**src/rtl/ana_ctrl_pkg.sv**
```systemverilog
// ana_ctrl_pkg: shared types and sizing helpers for the analog tile control core.
//   seq_state_t  : channel sequencer states
//   cfg_bits()   : total serial configuration frame length in bits
//   idx_width()  : channel index width (at least 1 bit)
package ana_ctrl_pkg;

  typedef enum logic [1:0] {
    IDLE  = 2'd0,
    GAP   = 2'd1,
    DWELL = 2'd2
  } seq_state_t;

  function automatic int unsigned cfg_bits(input int unsigned num_ch, input int unsigned trim_w);
    return num_ch * trim_w;
  endfunction

  function automatic int unsigned idx_width(input int unsigned num_ch);
    return (num_ch <= 2) ? 1 : $clog2(num_ch);
  endfunction

endpackage

```
**src/rtl/ana_sync_edge.sv**
```systemverilog
// ana_sync_edge: multi-flop synchroniser for an asynchronous pin plus edge pulses.
//   clk, rst_n : system clock, synchronous active-low reset
//   d          : asynchronous input pin
//   level      : synchronised level (last synchroniser stage)
//   rise, fall : 1-cycle pulses, last stage compared with one extra flop
// All flops reset to RST_VAL so an idle pin produces no edge out of reset.
module ana_sync_edge #(
  parameter int unsigned SYNC_STAGES = 2,
  parameter logic        RST_VAL     = 1'b0
) (
  input  logic clk,
  input  logic rst_n,
  input  logic d,
  output logic level,
  output logic rise,
  output logic fall
);

  logic [SYNC_STAGES-1:0] sync_q;
  logic                   prev_q;

  always_ff @(posedge clk) begin
    if (!rst_n) begin
      sync_q <= {SYNC_STAGES{RST_VAL}};
      prev_q <= RST_VAL;
    end else begin
      sync_q <= {sync_q[SYNC_STAGES-2:0], d};
      prev_q <= sync_q[SYNC_STAGES-1];
    end
  end

  assign level = sync_q[SYNC_STAGES-1];
  assign rise  = level & ~prev_q;
  assign fall  = ~level & prev_q;

endmodule

```
**src/rtl/ana_trim_seq_ctrl.sv**
```systemverilog
// ana_trim_seq_ctrl: digital control core for the analog tile.
//   Serial port (sclk_i/sdi_i/csn_i, MSB first) loads NUM_CH*TRIM_W trim bits into a
//   shift register; a frame with exactly that many bits commits all trims at once to
//   trim_o, otherwise cfg_err_o is raised until the next frame starts. sdo_o is the
//   shift-register MSB.
//   Sequencer (run_i, ena, dwell_i) walks channels round-robin: one idle gap cycle,
//   then sel_o one-hot for max(dwell_i,1) cycles with settle_o on the last one.
//   ch_idx_o is the current/last channel, busy_o is high whenever not IDLE.
module ana_trim_seq_ctrl
  import ana_ctrl_pkg::*;
#(
  parameter int unsigned NUM_CH      = 4,
  parameter int unsigned TRIM_W      = 6,
  parameter int unsigned DWELL_W     = 8,
  parameter int unsigned SYNC_STAGES = 2
) (
  input  logic                              clk,
  input  logic                              rst_n,
  input  logic                              ena,
  input  logic                              sclk_i,
  input  logic                              sdi_i,
  input  logic                              csn_i,
  output logic                              sdo_o,
  output logic                              cfg_err_o,
  output logic [NUM_CH*TRIM_W-1:0]          trim_o,
  input  logic                              run_i,
  input  logic [DWELL_W-1:0]                dwell_i,
  output logic [NUM_CH-1:0]                 sel_o,
  output logic [idx_width(NUM_CH)-1:0]      ch_idx_o,
  output logic                              settle_o,
  output logic                              busy_o
);

  localparam int unsigned CFG_W = cfg_bits(NUM_CH, TRIM_W);
  localparam int unsigned IDX_W = idx_width(NUM_CH);
  localparam int unsigned CNT_W = $clog2(CFG_W + 2);
  localparam logic [CNT_W-1:0] CNT_FULL = CNT_W'(CFG_W);
  localparam logic [CNT_W-1:0] CNT_SAT  = CNT_W'(CFG_W + 1);

  // ---------------- serial configuration port ----------------
  logic sclk_lvl, sclk_rise;
  logic csn_lvl, csn_rise, csn_fall;
  logic sdi_lvl;
  logic sclk_unused_fall, sdi_unused_rise, sdi_unused_fall;

  ana_sync_edge #(.SYNC_STAGES(SYNC_STAGES), .RST_VAL(1'b0)) u_sync_sclk (
    .clk(clk), .rst_n(rst_n), .d(sclk_i),
    .level(sclk_lvl), .rise(sclk_rise), .fall(sclk_unused_fall)
  );

  ana_sync_edge #(.SYNC_STAGES(SYNC_STAGES), .RST_VAL(1'b0)) u_sync_sdi (
    .clk(clk), .rst_n(rst_n), .d(sdi_i),
    .level(sdi_lvl), .rise(sdi_unused_rise), .fall(sdi_unused_fall)
  );

  ana_sync_edge #(.SYNC_STAGES(SYNC_STAGES), .RST_VAL(1'b1)) u_sync_csn (
    .clk(clk), .rst_n(rst_n), .d(csn_i),
    .level(csn_lvl), .rise(csn_rise), .fall(csn_fall)
  );

  logic [CFG_W-1:0] sr_q, sr_nxt;
  logic [CNT_W-1:0] cnt_q, cnt_base, cnt_nxt;
  logic             shift_en;
  logic             commit_q;

  // A sclk rise coincident with the csn rise still belongs to the frame, so the
  // shift happens first and the commit decision uses the post-shift count.
  assign shift_en = sclk_rise & (~csn_lvl | csn_rise);

  always_comb begin
    sr_nxt   = sr_q;
    cnt_base = csn_fall ? '0 : cnt_q;
    cnt_nxt  = cnt_base;
    if (shift_en) begin
      sr_nxt = {sr_q[CFG_W-2:0], sdi_lvl};
      if (cnt_base != CNT_SAT) cnt_nxt = cnt_base + CNT_W'(1);
    end
  end

  always_ff @(posedge clk) begin
    if (!rst_n) begin
      sr_q      <= '0;
      cnt_q     <= '0;
      commit_q  <= 1'b0;
      cfg_err_o <= 1'b0;
      trim_o    <= '0;
    end else begin
      sr_q     <= sr_nxt;
      cnt_q    <= cnt_nxt;
      commit_q <= csn_rise && (cnt_nxt == CNT_FULL);
      if (csn_fall)
        cfg_err_o <= 1'b0;
      else if (csn_rise && (cnt_nxt != CNT_FULL))
        cfg_err_o <= 1'b1;
      if (commit_q) trim_o <= sr_q;
    end
  end

  assign sdo_o = sr_q[CFG_W-1];

  // ---------------- channel sequencer ----------------
  seq_state_t         state_q, state_nxt;
  logic [DWELL_W-1:0] dcnt_q, dcnt_nxt;
  logic [IDX_W-1:0]   idx_q, idx_nxt;
  logic [NUM_CH-1:0]  sel_nxt;
  logic               settle_nxt, busy_nxt;

  always_ff @(posedge clk) begin
    if (!rst_n) begin
      state_q  <= IDLE;
      dcnt_q   <= '0;
      idx_q    <= '0;
      sel_o    <= '0;
      settle_o <= 1'b0;
      busy_o   <= 1'b0;
    end else begin
      state_q  <= state_nxt;
      dcnt_q   <= dcnt_nxt;
      idx_q    <= idx_nxt;
      sel_o    <= sel_nxt;
      settle_o <= settle_nxt;
      busy_o   <= busy_nxt;
    end
  end

  // Outputs are registered from the next-state values so they line up with the
  // state they describe rather than lagging it by a cycle.
  always_comb begin
    state_nxt = state_q;
    dcnt_nxt  = dcnt_q;
    idx_nxt   = idx_q;
    if (!(run_i && ena)) begin
      state_nxt = IDLE;
    end else begin
      unique case (state_q)
        IDLE: begin
          state_nxt = GAP;
          idx_nxt   = '0;
        end
        GAP: begin
          state_nxt = DWELL;
          dcnt_nxt  = (dwell_i == '0) ? DWELL_W'(1) : dwell_i;
        end
        DWELL: begin
          if (dcnt_q <= DWELL_W'(1)) begin
            state_nxt = GAP;
            idx_nxt   = (idx_q == IDX_W'(NUM_CH - 1)) ? '0 : idx_q + IDX_W'(1);
          end else begin
            dcnt_nxt = dcnt_q - DWELL_W'(1);
          end
        end
        default: state_nxt = IDLE;
      endcase
    end

    sel_nxt    = (state_nxt == DWELL) ? (NUM_CH'(1) << idx_nxt) : '0;
    settle_nxt = (state_nxt == DWELL) && (dcnt_nxt == DWELL_W'(1));
    busy_nxt   = (state_nxt != IDLE);
  end

  assign ch_idx_o = idx_q;

endmodule

```
**config.mk**
```make
export PLATFORM = sky130hd
export DESIGN_NAME = ana_trim_seq_ctrl
export DESIGN_NICKNAME = d
export VERILOG_FILES = /design/src/rtl/ana_ctrl_pkg.sv /design/src/rtl/ana_sync_edge.sv /design/src/rtl/ana_trim_seq_ctrl.sv
export SDC_FILE = /design/constraint.sdc
export NUM_CORES = 1
export LEC_CHECK = 0
export ABC_AREA = 0
export CAP_MARGIN = 20
export CORE_MARGIN = 5
export CORE_UTILIZATION = 50
export CTS_BUF_LIST = sky130_fd_sc_hd__clkbuf_16
export DETAILED_ROUTE_END_ITERATION = 8
export PLACE_DENSITY_LB_ADDON = 0.12
export SYNTH_ARGS = -nofsm -noshare
export SYNTH_HDL_FRONTEND = slang
export SYNTH_HIERARCHICAL = 1
export SYNTH_SLANG_ARGS = --single-unit
```
**constraint.sdc**
```tcl
create_clock -name clk -period 2.5 [get_ports clk]
set_input_delay 0.625 -clock clk [delete_from_list [all_inputs] [get_ports clk]]
set_output_delay 0.625 -clock clk [all_outputs]
set_load 0.02 [all_outputs]
```
* Word level (Yosys, flattened, before mapping) *
Index checks and enable logic that the tools add are counted.
W data, S select, Z words.

word-level totals
  input port bits = 15
  word-level logic and storage cells = 61
  flip-flop bits (word level) = 81
  output and inout bits = 34

operators by class
  add/subtract/negate cells = 3
  shift-type cells = 1
  multiplexer cells = 14
  equality and inequality tests = 8
  order comparisons = 1
  bitwise logic cells = 9
  reductions and logical operators = 9

operator list
  cell                   count
  $mux W8                3
  $pmux W8 S2            1
  $mux W5                3
  $mux W2                5
  $ne A5 B5 Y1 const B   2
  $eq A8 B1 Y1 const B   1
  $le A8 B1 Y1 const B   1
  $logic_not A8 Y1       1
  $sub A8 B1 Y8 const B  1
  $eq A2 B2 Y1 const B   3
  $pmux W2 S3            1
  $add A5 B1 Y5 const B  1
  $eq A5 B5 Y1 const B   1
  $and A1 B1 Y1          4
  $logic_and A1 B1 Y1    4
  $not A1 Y1             4
  $pmux W2 S2            1
  $shl A1 B2 Y4 const A  1
  $add A2 B1 Y2 const B  1
  $eq A2 B1 Y1 const B   1
  $logic_not A2 Y1       1
  $reduce_and A2 Y1      1
  $reduce_bool A2 Y1     1
  $reduce_or A2 Y1       1
  $or A1 B1 Y1           1

* Logic depth before layout (Yosys ltp) *
  word-level depth = 8
  gate-level depth with buffers = 10
  mapped depth without buffers = 9

* By module *
Netlist, hierarchy kept.

modules (own cells, without submodules)
  module             sequential area each (µm²)  instances  cells each  area each (µm²)
  ana_trim_seq_ctrl  1461.4                      1          364         3145.5
  ana_sync_edge      60.1                        3          8           91.3

* Worst setup path after synthesis *
No wires, ideal clock.

  path kind = flip-flop to flip-flop
  start point = reg u_sync_csn.prev_q
  end point = reg cfg_err_o
  library setup time = 0.114 ns
  period minus slack after synthesis = 1.974 ns
  required time = 2.386 ns
  buffers on the path = 2
  arrival time = 1.859 ns
  slack = 0.526 ns
  cell stages (with the launch flop) = 10
  path through = dfxtp_1 > nor2b_1 > clkbuf_1 > nor2b_1 > clkbuf_1 > ha_1 > nand4_1 > xor2_1 > nor3_1 > a2111oi_0

on the way
  longest elaborated chain between the ends = 7
  elaborated cells on any way between the ends = 13
  those cells by class = add/sub: 1; eq/ne: 2; mux: 3; bitwise: 5; reduce/logical: 2

ends and longest elaborated chain
  what                                                  RTL line                 source
  from (decl)                                           ana_sync_edge.sv:20      logic prev_q;
  from (signal assigned)                                ana_sync_edge.sv:28      prev_q <= sync_q[SYNC_STAGES-1];
  $and A1 B1 Y1 *                                       ana_sync_edge.sv:34      assign fall = ~level & prev_q;
  named net csn_fall                                    ana_trim_seq_ctrl.sv:42  logic csn_lvl, csn_rise, csn_fall;
  $mux W5                                               ana_trim_seq_ctrl.sv:72  cnt_base = csn_fall ? '0 : cnt_q;
  $add A5 B1 Y5 / $ne A5 B5 Y1 (equally long branches)  ana_trim_seq_ctrl.sv:76  if (cnt_base != CNT_SAT) cnt_nxt = cnt_base + CNT_W'(1);
  $mux W5                                               ana_trim_seq_ctrl.sv:76
  $mux W5                                               ana_trim_seq_ctrl.sv:74  if (shift_en) begin
  $ne A5 B5 Y1                                          ana_trim_seq_ctrl.sv:93  else if (csn_rise && (cnt_nxt != CNT_FULL))
  $logic_and A1 B1 Y1                                   ana_trim_seq_ctrl.sv:93
  to (signal assigned)                                  ana_trim_seq_ctrl.sv:85  cfg_err_o <= 1'b0;
  to (signal assigned)                                  ana_trim_seq_ctrl.sv:92  cfg_err_o <= 1'b0;
  to (signal assigned)                                  ana_trim_seq_ctrl.sv:94  cfg_err_o <= 1'b1;
  to (decl)                                             ana_trim_seq_ctrl.sv:24  output logic cfg_err_o,

Mark *: on every way through the listed nets, which the timed path passes. The rest lies on a longest branch.
A chain may end at the register's enable or synchronous reset.

* Worst setup path after layout *
  start point = reg state_q[0]
  end point = reg settle_o

on the way
  longest elaborated chain between the ends = 5
  elaborated cells on any way between the ends = 11
  those cells by class = eq/ne: 4; mux: 5; reduce/logical: 2

ends and longest elaborated chain
  what                                                 RTL line                  source
  from (decl)                                          ana_trim_seq_ctrl.sv:102  seq_state_t state_q, state_nxt;
  from (signal assigned)                               ana_trim_seq_ctrl.sv:117  state_q <= state_nxt;
  $eq A2 B2 Y1, or another cell as far along           ana_trim_seq_ctrl.sv:135  unique case (state_q)
  $pmux W8 S2 / $pmux W2 S3 (equally long branches)    ana_trim_seq_ctrl.sv:135
  $mux W8 / $mux W2 (equally long branches)            ana_trim_seq_ctrl.sv:132  if (!(run_i && ena)) begin
  $eq A8 B1 Y1 / $eq A2 B2 Y1 (equally long branches)  ana_trim_seq_ctrl.sv:157  settle_nxt = (state_nxt == DWELL) && (dcnt_nxt == DWELL_W'(1));
  $logic_and A1 B1 Y1 *                                ana_trim_seq_ctrl.sv:157
  to (signal assigned)                                 ana_trim_seq_ctrl.sv:121  settle_o <= settle_nxt;
  to (decl)                                            ana_trim_seq_ctrl.sv:30   output logic settle_o,

Every way passes the cells marked *; elsewhere a longest branch is shown, timed or not.

==> flow_metrics.py <==
metrics = {
    "power_and_ir_drop": {
        "p_comb_frac": 0.041,
        "cellPowerDensity_mw_per_mm2": 614,
        "ir_drop_v": 0.000413,
        "p_switching_uw": 601,
        "seq_power_share": 0.497,
        "p_leak_uw": 0.00155,
        "p_int_uw": 2020,
        "clkPwrFrac": 0.462,
        "power.share.switching": 0.229,
    },
    "global_routing": {
        "grt_use_total": 0.193,
        "grt_antenna_before_repair": 0,
        "grt_pass1_vias": 2740,
        "grt_pass1_wl_um": 13100,
        "grt_max_degree": 53,
        "grt_remaining_overflow": 0,
    },
    "floorplanning": {
        "die_height_um": 92.2,
        "core_area_sq_mm": 0.00668,
        "die_area_sq_mm": 0.00849,
        "placementRows": 30,
        "start_util": 0.505,
        "ios": 49,
        "die_x_um": 92.2,
    },
    "worst_setup_path": {
        "crit_path_start": "state_q[0]$_SDFF_PN0_",
        "rr_startpoint": "state_q[0]$_SDFF_PN0_",
        "required_ns": 2.74,
        "cp_max_fo": 8,
        "slowest_stage": "dfxtp_1",
        "critPathMostFrequentCell": "and3_1",
        "path_cells": "inv_1, ha_1, and3_1, buf_4, and3_1, a21oi_1, nand4_1, nor4_1",
        "arrival_ns": 2.44,
        "critPathTopFamily": "simple AND/OR/NAND/NOR gates",
        "path_buf_inv": 2,
        "cp-start-kind": "flop",
        "max_stage_delay_ns": 0.42,
        "path_class": "flop to flop",
        "cp-end-kind": "flop",
    },
    "synth": {
        "synth_nets": 407,
        "syn_inst": 383,
        "synth_area_sq_mm": 0.00337,
        "syn_avg_cell_area_sq_um": 8.81,
        "yosys_warnings": 6,
    },
    "timing": {
        "rsz0062_at_grt": "no",
        "fin_crit_ns": 2.20,
        "fin_crit_sh": 0.880,
        "fmax_ghz": 0.454,
        "setup_violations": 0,
        "relSlewSlack": 0.656,
        "hold_violations": 0,
        "setup_tns_ns": 0,
        "finalMaxSlewViolations": 0,
        "worst-slew-pin-transition_ns": 0.517,
        "worst_clock_skew_ns": 0.00736,
    },
    "routing": {
        "first_pass_iters": 4,
        "wirelength_um": 7640,
        "via_per_inst": 5.43,
        "drc": 0,
        "routedWlPerCell_um": 14.6,
        "ant_nets": 0,
        "drt_iter0_markers": 90,
        "vias": 2833,
    },
    "clock_network": {
        "worstSkewPairLatency_ns": 0.34,
        "cts_buffer_depth": 2,
        "hold_buffers": 0,
        "root_buffer": "clkbuf_16",
        "cts.sinks": 81,
        "cts.clk_slew.worst_paths_ns": 0.06,
        "numCtsBuffers": 9,
        "h-tree-depth": 3,
        "cts_tree": "built",
    },
    "finish": {
        "areaGrowthSynthToFinish_pct": 26.7,
        "stdcell_area_sq_mm": 0.00427,
        "antenna_cells": 0,
        "layout.nets": 461,
        "fillCellCount": 581,
        "drive_gt1_frac": 0.0882,
    },
    "status": {
        "status": "complete, no violations",
    },
    "placement": {
        "dpl-instance-area_sq_mm": 0.00399,
        "io_buffers": 48,
        "place_hpwl_um": 5270,
        "place.gp.congestion": 0.898,
    },
    "flow_run": {
        "max-cap-violations": 0,
    },
    "worst_hold_path": {
        "min_path_type": "flop to flop",
        "hp-start": "u_sync_csn/sync_q[0]$_SDFF_PN1_",
    },
}
## per-layer routing
layer | wire (um) | share of wire | up-vias | global-route usage
li1 | - | - | 1449 | -
met1 | 3560 | 0.47 | 1331 | 0.249
met2 | 3600 | 0.47 | 44 | 0.299
met3 | 329 | 0.043 | 9 | 0.0525
met4 | 146 | 0.019 | 0 | 0.0916
met5 | 0 | 0 | - | 0
## worst register-to-register path, cell delays in order (launching register included)
cell     delay, ns
dfxtp_1       0.42
inv_1         0.09
ha_1          0.36
and3_1        0.30
buf_4         0.19
and3_1        0.18
a21oi_1       0.17
nand4_1       0.12
nor4_1        0.28
## worst paths after layout
check	depth (start not counted)	slack (ns)	to
setup / recovery	8	0.30	settle_o$_SDFF_PN0_
hold / removal	1	0.41	u_sync_csn/sync_q[1]$_SDFF_PN1_
setup reg to reg	8	0.30	settle_o$_SDFF_PN0_
hold reg to reg	1	0.41	u_sync_csn/sync_q[1]$_SDFF_PN1_
## per-stage QoR
stage          worst slack [ns]  std cells  power (uW)  hold slack (ns)  utilization
3_3_place_gp             0.0913        506        1440            0.394        0.597
5_1_grt                  0.0186        522        2740            0.450        0.640
6_report                  0.300        522        2630            0.413        0.640
2_1_floorplan             0.526        383        1390            0.386            -
4_1_cts                   0.207        522        2660            0.417        0.639
3_5_place_dp             0.0156        506        1440            0.402        0.597
## flip-flops by register name, summed over array words and instances (netlist names)
signal              flops
busy_o                  1
u_sync_sclk/prev_q      1
trim_o                 24
cnt_q                   5
state_q                 2
commit_q                1
dcnt_q                  8
u_sync_sdi/sync_q       2
ch_idx_o                2
u_sync_csn/sync_q       2
u_sync_csn/prev_q       1
settle_o                1
sr_q                   24
u_sync_sclk/sync_q      2
sel_o                   4
cfg_err_o               1
## cell type report
class	count	area, sq um	share of cell area
tap	80	100	0.0234
clock inverter	7	52.6	0.0123
clock buffer	9	225	0.0527
timing repair buffer	63	593	0.139
multi-input combinational	275	1660	0.387
inverter	7	26.3	0.00615
sequential	81	1620	0.379
## cells in the final DEF, fill, tap and decap left out, drive strengths merged, types with 2 or more instances in the layout
cell            n
and3            4
clkbuf          9
nor3b           3
nor2           43
o21ai           4
a22oi           2
nand3           7
ha              9
nand3b          2
dfxtp          81
o311a           2
nor4            4
buf            15
clkinv          3
nand2b          8
nand4           6
o211ai          2
and2           10
clkinvlp        3
a31oi           3
nand2          57
nor3           10
a211oi          2
o21a            2
inv             8
xnor2           3
or2             4
nor2b           4
a21oi          35
mux2i          25
a211o           3
o311ai          2
clkdlybuf4s50  48
or3             2
## repair_timing
action / 4_1_cts / 5_1_grt
resized for setup: 0 / 1
endpoints found under the setup margin: 0 / 1
hold endpoints to repair: 0 / 0
setup buffers: 0 / 0
## power groups by stage
stage	logic (uW)	registers [uW]	clock network (uW)
4_1_cts	109	1300	1240
5_1_grt	119	1300	1320
3_3_place_gp	108	1330	0
3_5_place_dp	108	1330	0
6_report	108	1300	1210
2_1_floorplan	52.2	1330	0
Note: power is estimated with default switching activity, not from simulation.
